`config.mk`:
```
export PLATFORM = sky130hd
export DESIGN_NAME = occ_code_streamer
export DESIGN_NICKNAME = d
export VERILOG_FILES = /design/src/rtl/occ_code_streamer.sv
export SDC_FILE = /design/constraint.sdc
export NUM_CORES = 1
export LEC_CHECK = 0
export ABC_CLOCK_PERIOD_IN_PS = 16410
export BUFFER_PORTS_ARGS = -buffer_cell sky130_fd_sc_hd__buf_2
export CORE_MARGIN = 2
export CORE_UTILIZATION = 35
export CTS_BUF_LIST = sky130_fd_sc_hd__clkbuf_4
export DETAILED_ROUTE_END_ITERATION = 10
export PLACE_DENSITY = 0.52
export SYNTH_ARGS = -nofsm -noshare
export SYNTH_HDL_FRONTEND = slang
export SYNTH_SLANG_ARGS = --single-unit
```
`constraint.sdc`:
```
create_clock -name i_clk -period 16.41 [get_ports i_clk]
set_input_delay 0.8205 -clock i_clk [delete_from_list [all_inputs] [get_ports i_clk]]
set_output_delay 0.8205 -clock i_clk [all_outputs]
set_load 0.005 [all_outputs]
```
`src/rtl/occ_code_streamer.sv`:
```
// occ_code_streamer: captures packed occupancy codes from the BFS core on
// send/finish rising edges, buffers them in a small FIFO and presents them
// as an AXI-Stream master. The word captured on the finish edge carries
// tlast and a tkeep mask covering only the valid tail bytes.
//
// Stream handshake: a word transfers on a rising i_clk edge where
// m_axis_tvalid and m_axis_tready are both high. Once tvalid is high,
// tdata/tlast/tkeep hold steady until that transfer, and tvalid only drops
// after a transfer or on reset. tvalid and every payload output come from
// registered state only. m_axis_tready never reaches an output
// combinationally.
//
// FSM state is visible on o_state (0 = IDLE, 1 = STREAM, 2 = DONE).
module occ_code_streamer #(
   parameter int DATA_W     = 64,
   parameter int FIFO_DEPTH = 16
) (
   input  logic                          i_clk,
   input  logic                          i_rst,
   input  logic [DATA_W-1:0]             i_occ_code,
   input  logic                          i_send,
   input  logic                          i_finish,
   input  logic [15:0]                   i_branch_count,
   output logic [DATA_W-1:0]             m_axis_tdata,
   output logic                          m_axis_tvalid,
   input  logic                          m_axis_tready,
   output logic                          m_axis_tlast,
   output logic [DATA_W/8-1:0]           m_axis_tkeep,
   output logic [$clog2(FIFO_DEPTH):0]   o_fifo_level,
   output logic                          o_overflow,
   output logic [15:0]                   o_words_sent,
   output logic                          o_done,
   output logic [1:0]                    o_state
);

   localparam int KEEP_W = DATA_W / 8;
   localparam int PTR_W  = $clog2(FIFO_DEPTH);
   localparam int LVL_W  = PTR_W + 1;

   typedef enum logic [1:0] {
      S_IDLE   = 2'd0,
      S_STREAM = 2'd1,
      S_DONE   = 2'd2
   } state_t;

   state_t state_q, state_d;

   // Word buffer storage; contents are only meaningful below the level count.
   logic [DATA_W-1:0] mem_data [FIFO_DEPTH];
   logic              mem_last [FIFO_DEPTH];
   logic [KEEP_W-1:0] mem_keep [FIFO_DEPTH];

   logic [PTR_W-1:0]  wr_ptr, rd_ptr;
   logic [LVL_W-1:0]  level;
   logic              send_d, finish_d;
   logic              overflow_q;
   logic [15:0]       words_sent_q;

   logic              send_edge, finish_edge, capture;
   logic              fifo_full, fifo_valid, pop;
   logic              accept, drop, enter_done;
   logic [15:0]       tail_bytes;
   logic [KEEP_W-1:0] keep_in;
   logic              head_last;

   // Edge detection, capture/pop decisions and next-state logic.
   always_comb begin
      send_edge   = i_send & ~send_d;
      finish_edge = i_finish & ~finish_d;
      capture     = send_edge | finish_edge;

      fifo_full   = (level == LVL_W'(FIFO_DEPTH));
      fifo_valid  = (level != '0);
      pop         = fifo_valid & m_axis_tready;
      head_last   = mem_last[rd_ptr];

      // A full buffer still takes a word when the head leaves in the same cycle.
      accept      = capture && (state_q != S_DONE) && (!fifo_full || pop);
      drop        = capture && (state_q != S_DONE) && fifo_full && !pop;

      // Tail mask: n valid bytes packed from the top byte lane downward;
      // a byte count that is a whole number of words means a full word.
      tail_bytes  = i_branch_count % 16'(KEEP_W);
      if (tail_bytes == 16'd0) begin
         keep_in = '1;
      end else begin
         keep_in = ~({KEEP_W{1'b1}} >> tail_bytes);
      end
      if (!finish_edge) begin
         keep_in = '1;
      end

      enter_done  = (state_q == S_STREAM) && pop && head_last;

      state_d     = state_q;
      case (state_q)
         S_IDLE:   if (capture) state_d = S_STREAM;
         S_STREAM: if (enter_done) state_d = S_DONE;
         S_DONE:   state_d = S_DONE;
         default:  state_d = S_IDLE;
      endcase
   end

   // FSM state register.
   always_ff @(posedge i_clk) begin
      if (!i_rst) begin
         state_q <= S_IDLE;
      end else begin
         state_q <= state_d;
      end
   end

   // Pointers and level; entering DONE discards anything captured behind tlast.
   always_ff @(posedge i_clk) begin
      if (!i_rst) begin
         wr_ptr <= '0;
         rd_ptr <= '0;
         level  <= '0;
      end else if (enter_done) begin
         wr_ptr <= '0;
         rd_ptr <= '0;
         level  <= '0;
      end else begin
         if (accept) wr_ptr <= wr_ptr + 1'b1;
         if (pop)    rd_ptr <= rd_ptr + 1'b1;
         case ({accept, pop})
            2'b10:   level <= level + 1'b1;
            2'b01:   level <= level - 1'b1;
            default: level <= level;
         endcase
      end
   end

   // Buffer write; storage is not reset because level gates every read.
   always_ff @(posedge i_clk) begin
      if (accept) begin
         mem_data[wr_ptr] <= i_occ_code;
         mem_last[wr_ptr] <= finish_edge;
         mem_keep[wr_ptr] <= keep_in;
      end
   end

   // Input edge history, sticky overflow and handshake counter.
   always_ff @(posedge i_clk) begin
      if (!i_rst) begin
         send_d       <= 1'b0;
         finish_d     <= 1'b0;
         overflow_q   <= 1'b0;
         words_sent_q <= '0;
      end else begin
         send_d   <= i_send;
         finish_d <= i_finish;
         if (drop) overflow_q <= 1'b1;
         if (pop)  words_sent_q <= words_sent_q + 16'd1;
      end
   end

   // Stream outputs read the buffer head; payload is zero whenever tvalid is low.
   always_comb begin
      m_axis_tvalid = fifo_valid;
      m_axis_tdata  = '0;
      m_axis_tlast  = 1'b0;
      m_axis_tkeep  = '0;
      if (fifo_valid) begin
         m_axis_tdata = mem_data[rd_ptr];
         m_axis_tlast = head_last;
         m_axis_tkeep = mem_keep[rd_ptr];
      end
   end

   assign o_fifo_level = level;
   assign o_overflow   = overflow_q;
   assign o_words_sent = words_sent_q;
   assign o_done       = (state_q == S_DONE);
   assign o_state      = state_q;

endmodule
```
==> results.sh <==
export IMPL_status="finished, final reports clean"
export IMPL_synth_area_leaders="edfxtp_1, mux4_2, dfxtp_1"
export IMPL_globalRoute_totalOverflow=0
export IMPL_insertion_delay_ns=1.22
export IMPL_clock_skew_ns=0.104
export IMPL_yosysTopAreaCellShare_pct=76.0
export IMPL_start_util_pct=35.2
export IMPL_antenna_found_initial=12
export IMPL_syn_to_final_growth_pct=16.8
export IMPL_clock_fmax_mhz=150
export IMPL_yosysTopAreaCell="edfxtp_1"
export IMPL_crit_type="flip-flop to primary output"
export IMPL_yosysUniqueCellTypes=41
export IMPL_setup_violations=0
export IMPL_grt_max_degree=120
export IMPL_grt_pass1_vias=24000
export IMPL_grt_pass1_wl_mm=157
export IMPL_drive_gt1_share_pct=41.1
export IMPL_yosys_warnings=0
export IMPL_slew_violations=0
export IMPL_worst_slew_pin_slew_ns=1.14
export IMPL_place_hpwl_mm=51.9
export IMPL_vias=21900
export IMPL_syn_area_sq_mm=0.0455
export IMPL_path_clk_slew_ns=0.06
export IMPL_hold_violations=0
export IMPL_gp_congestion=0.728
export IMPL_max_vdd_ir_drop_mv=0.159
export IMPL_grt_use_total_pct=16.6
export IMPL_stdcell_count=4375
export IMPL_clock_sinks=1190
export IMPL_ant_nets=0
export IMPL_relSlewSlack_pct=24.1
export IMPL_avgRoutedWirePerCell_um=24.8
export IMPL_die_h_um=365
export IMPL_synth_most_common_cell="edfxtp_1"
export IMPL_viasPerCell=5.00
export IMPL_min_period_ns=6.68
export IMPL_rsz0062_at_grt="no"
export IMPL_drt_iter0_drc=1544
export IMPL_hp_class="primary input to flip-flop"
export IMPL_leakage_nw=16.9
export IMPL_whs_ns=0.368
export IMPL_route_final_wire_length_mm=109
export IMPL_cts_max_level=5
export IMPL_post_dp_cell_area_sq_mm=0.0486
export IMPL_syn_nets=2007
export IMPL_setup_tns_ns=0
export IMPL_crit_path_start_kind="flip-flop"
export IMPL_place_port_buffers=170
export IMPL_critPathCaptureType="primary output"
export IMPL_fillCellCount=11500
export IMPL_rows=132
export IMPL_numPlacedInstances=3768
export IMPL_postSynthCellCount=1908
export IMPL_ys_ff_latch=1190
export IMPL_cts_root_buf="clkbuf_4"
export IMPL_synth_edf_count=1152
export IMPL_cts_path_max_buffers=4
export IMPL_yosysSeqAreaShare_pct=77.7
export IMPL_crit_fanout=65
export IMPL_fin_util_pct=41.1
export IMPL_fin_crit_sh_pct=40.7
export IMPL_die_x_um=365
export IMPL_p_per_area_mw_per_mm2=151
export IMPL_arrival_ns=5.86
export IMPL_synth_common_cells="edfxtp_1, mux4_2, and2_1"
export IMPL_ys_flop_type="edfxtp_1"
export IMPL_cap_violations=0
export IMPL_coreArea_sq_mm=0.129
export IMPL_r2r_setup_slack_ns=12.37
export IMPL_detail_route_first_pass_iterations=7
export IMPL_cts_repair_resized=0
export IMPL_syn_mean_instance_area_sq_um=23.9
export IMPL_design_area_sq_mm=0.0532
export IMPL_ys_async_sr_fraction_pct=0
export IMPL_ios=184
export IMPL_die_area_sq_mm=0.133
export IMPL_critPathRequiredTime_ns=15.59
export IMPL_fin_nets=2526
export IMPL_cts_setup_buffers=0
export IMPL_cts_buffers=328
export IMPL_drc=0
export IMPL_cts_tree="done"
[through the flow]
stage	setup slack (ns)	total power, mW
floorplan	9.13	4.93
global placement	10.83	5.67
detailed placement	10.79	5.69
CTS	9.36	8.24
global route	9.32	8.51
finish	9.73	8.05
[worst max-delay path, cell delays in order (launching register included)]
cell	delay [ns]
dfxtp_4	0.61
buf_4	0.87
buf_4	0.82
buf_4	0.90
mux4_2	0.41
mux4_2	0.48
and2_1	0.25
buf_2	0.16
[state kept, by name, summed over array words and instances, names as in the netlist, named ones only]
name and cells:
mem_data 1024, mem_keep 112, mem_last 16, o_words_sent 16, o_fifo_level 5, rd_ptr 4, wr_ptr 4, o_state 2
finish_d 1, o_overflow 1, send_d 1
[final cells by class]
| cell class | instances | area (sq um) | share of cell area, % |
|---|---|---|---|
| Clock buffer | 470 | 3530 | 6.64 |
| Clock inverter | 61 | 317 | 0.595 |
| Sequential cell | 1190 | 35400 | 66.5 |
| Timing Repair Buffer | 286 | 1910 | 3.60 |
| Antenna cell | 5 | 12.5 | 0.0235 |
| Tap cell | 1742 | 2180 | 4.10 |
| Inverter | 9 | 33.8 | 0.0635 |
| Multi-Input combinational cell | 612 | 9820 | 18.5 |
[repair_timing]
action | in CTS | in global routing
hold buffers | 71 | 0
endpoints found under the hold margin | 1048 | 0
endpoints found under the setup margin | 0 | 0
[final timing paths]
check / start / to / cells after the start
setup / recovery: flip-flop / m_axis_tkeep[3] / 7
hold / removal: i_branch_count[1] / mem_keep[5][2] / 3
setup reg to reg: o_fifo_level[1] / mem_data[5][8] / 7
hold reg to reg: rd_ptr[1] / flip-flop / 2
[power breakdown]
group | total (mW) | internal (mW) | switching [mW]
clock | 2.50 | 1.35 | 1.15
sequential | 3.63 | 3.55 | 0.0816
combinational | 1.93 | 0.919 | 1.01
total | 8.05 | 5.81 | 2.24
[placed cells by master (no fill, tap or decap), types with 3 or more instances in the layout]
cell,instances
nand2b_1,8
dlygate4sd3_1,71
nand2_1,24
nor2_4,12
dfxtp_1,34
clkbuf_4,470
inv_2,3
nor3_1,3
ha_1,14
nand4_1,6
bufinv_16,3
xor2_1,10
diode_2,5
and2_1,88
clkinv_1,50
mux4_2,360
a21oi_1,6
nor3_2,4
dfxtp_4,4
inv_1,9
edfxtp_1,1152
buf_2,170
o21ai_0,6
nand3_1,10
clkinv_2,4
xnor2_1,13
buf_4,44
or3_1,3
nor2_1,18
[metal layers]
layer | track usage, % | part of all wire, %
met4 | 6.44 | 2.4
met1 | 20.8 | 41
met3 | 3.58 | 4.6
met5 | 0 | 0.064
met2 | 28.2 | 51
[logic make-up (layout without fill, tap and decap cells)]
| kind of cell | after synthesis | after routing | synth area share [%] |
|---|---|---|---|
| AOI/OAI and AO/OA | 28 | 28 | 0.426 |
| xor gates and xnor gates | 23 | 23 | 0.443 |
| adders and majority gates | 14 | 14 | 0.385 |
| buffers and inverters | 106 | 826 | 0.984 |
| DFF | 1190 | 1190 | 77.7 |
| muxes | 362 | 362 | 17.9 |
| other | 0 | 5 | 0 |
| and+or+nand+nor | 185 | 185 | 2.21 |
Power figures use the tool's default switching activity.
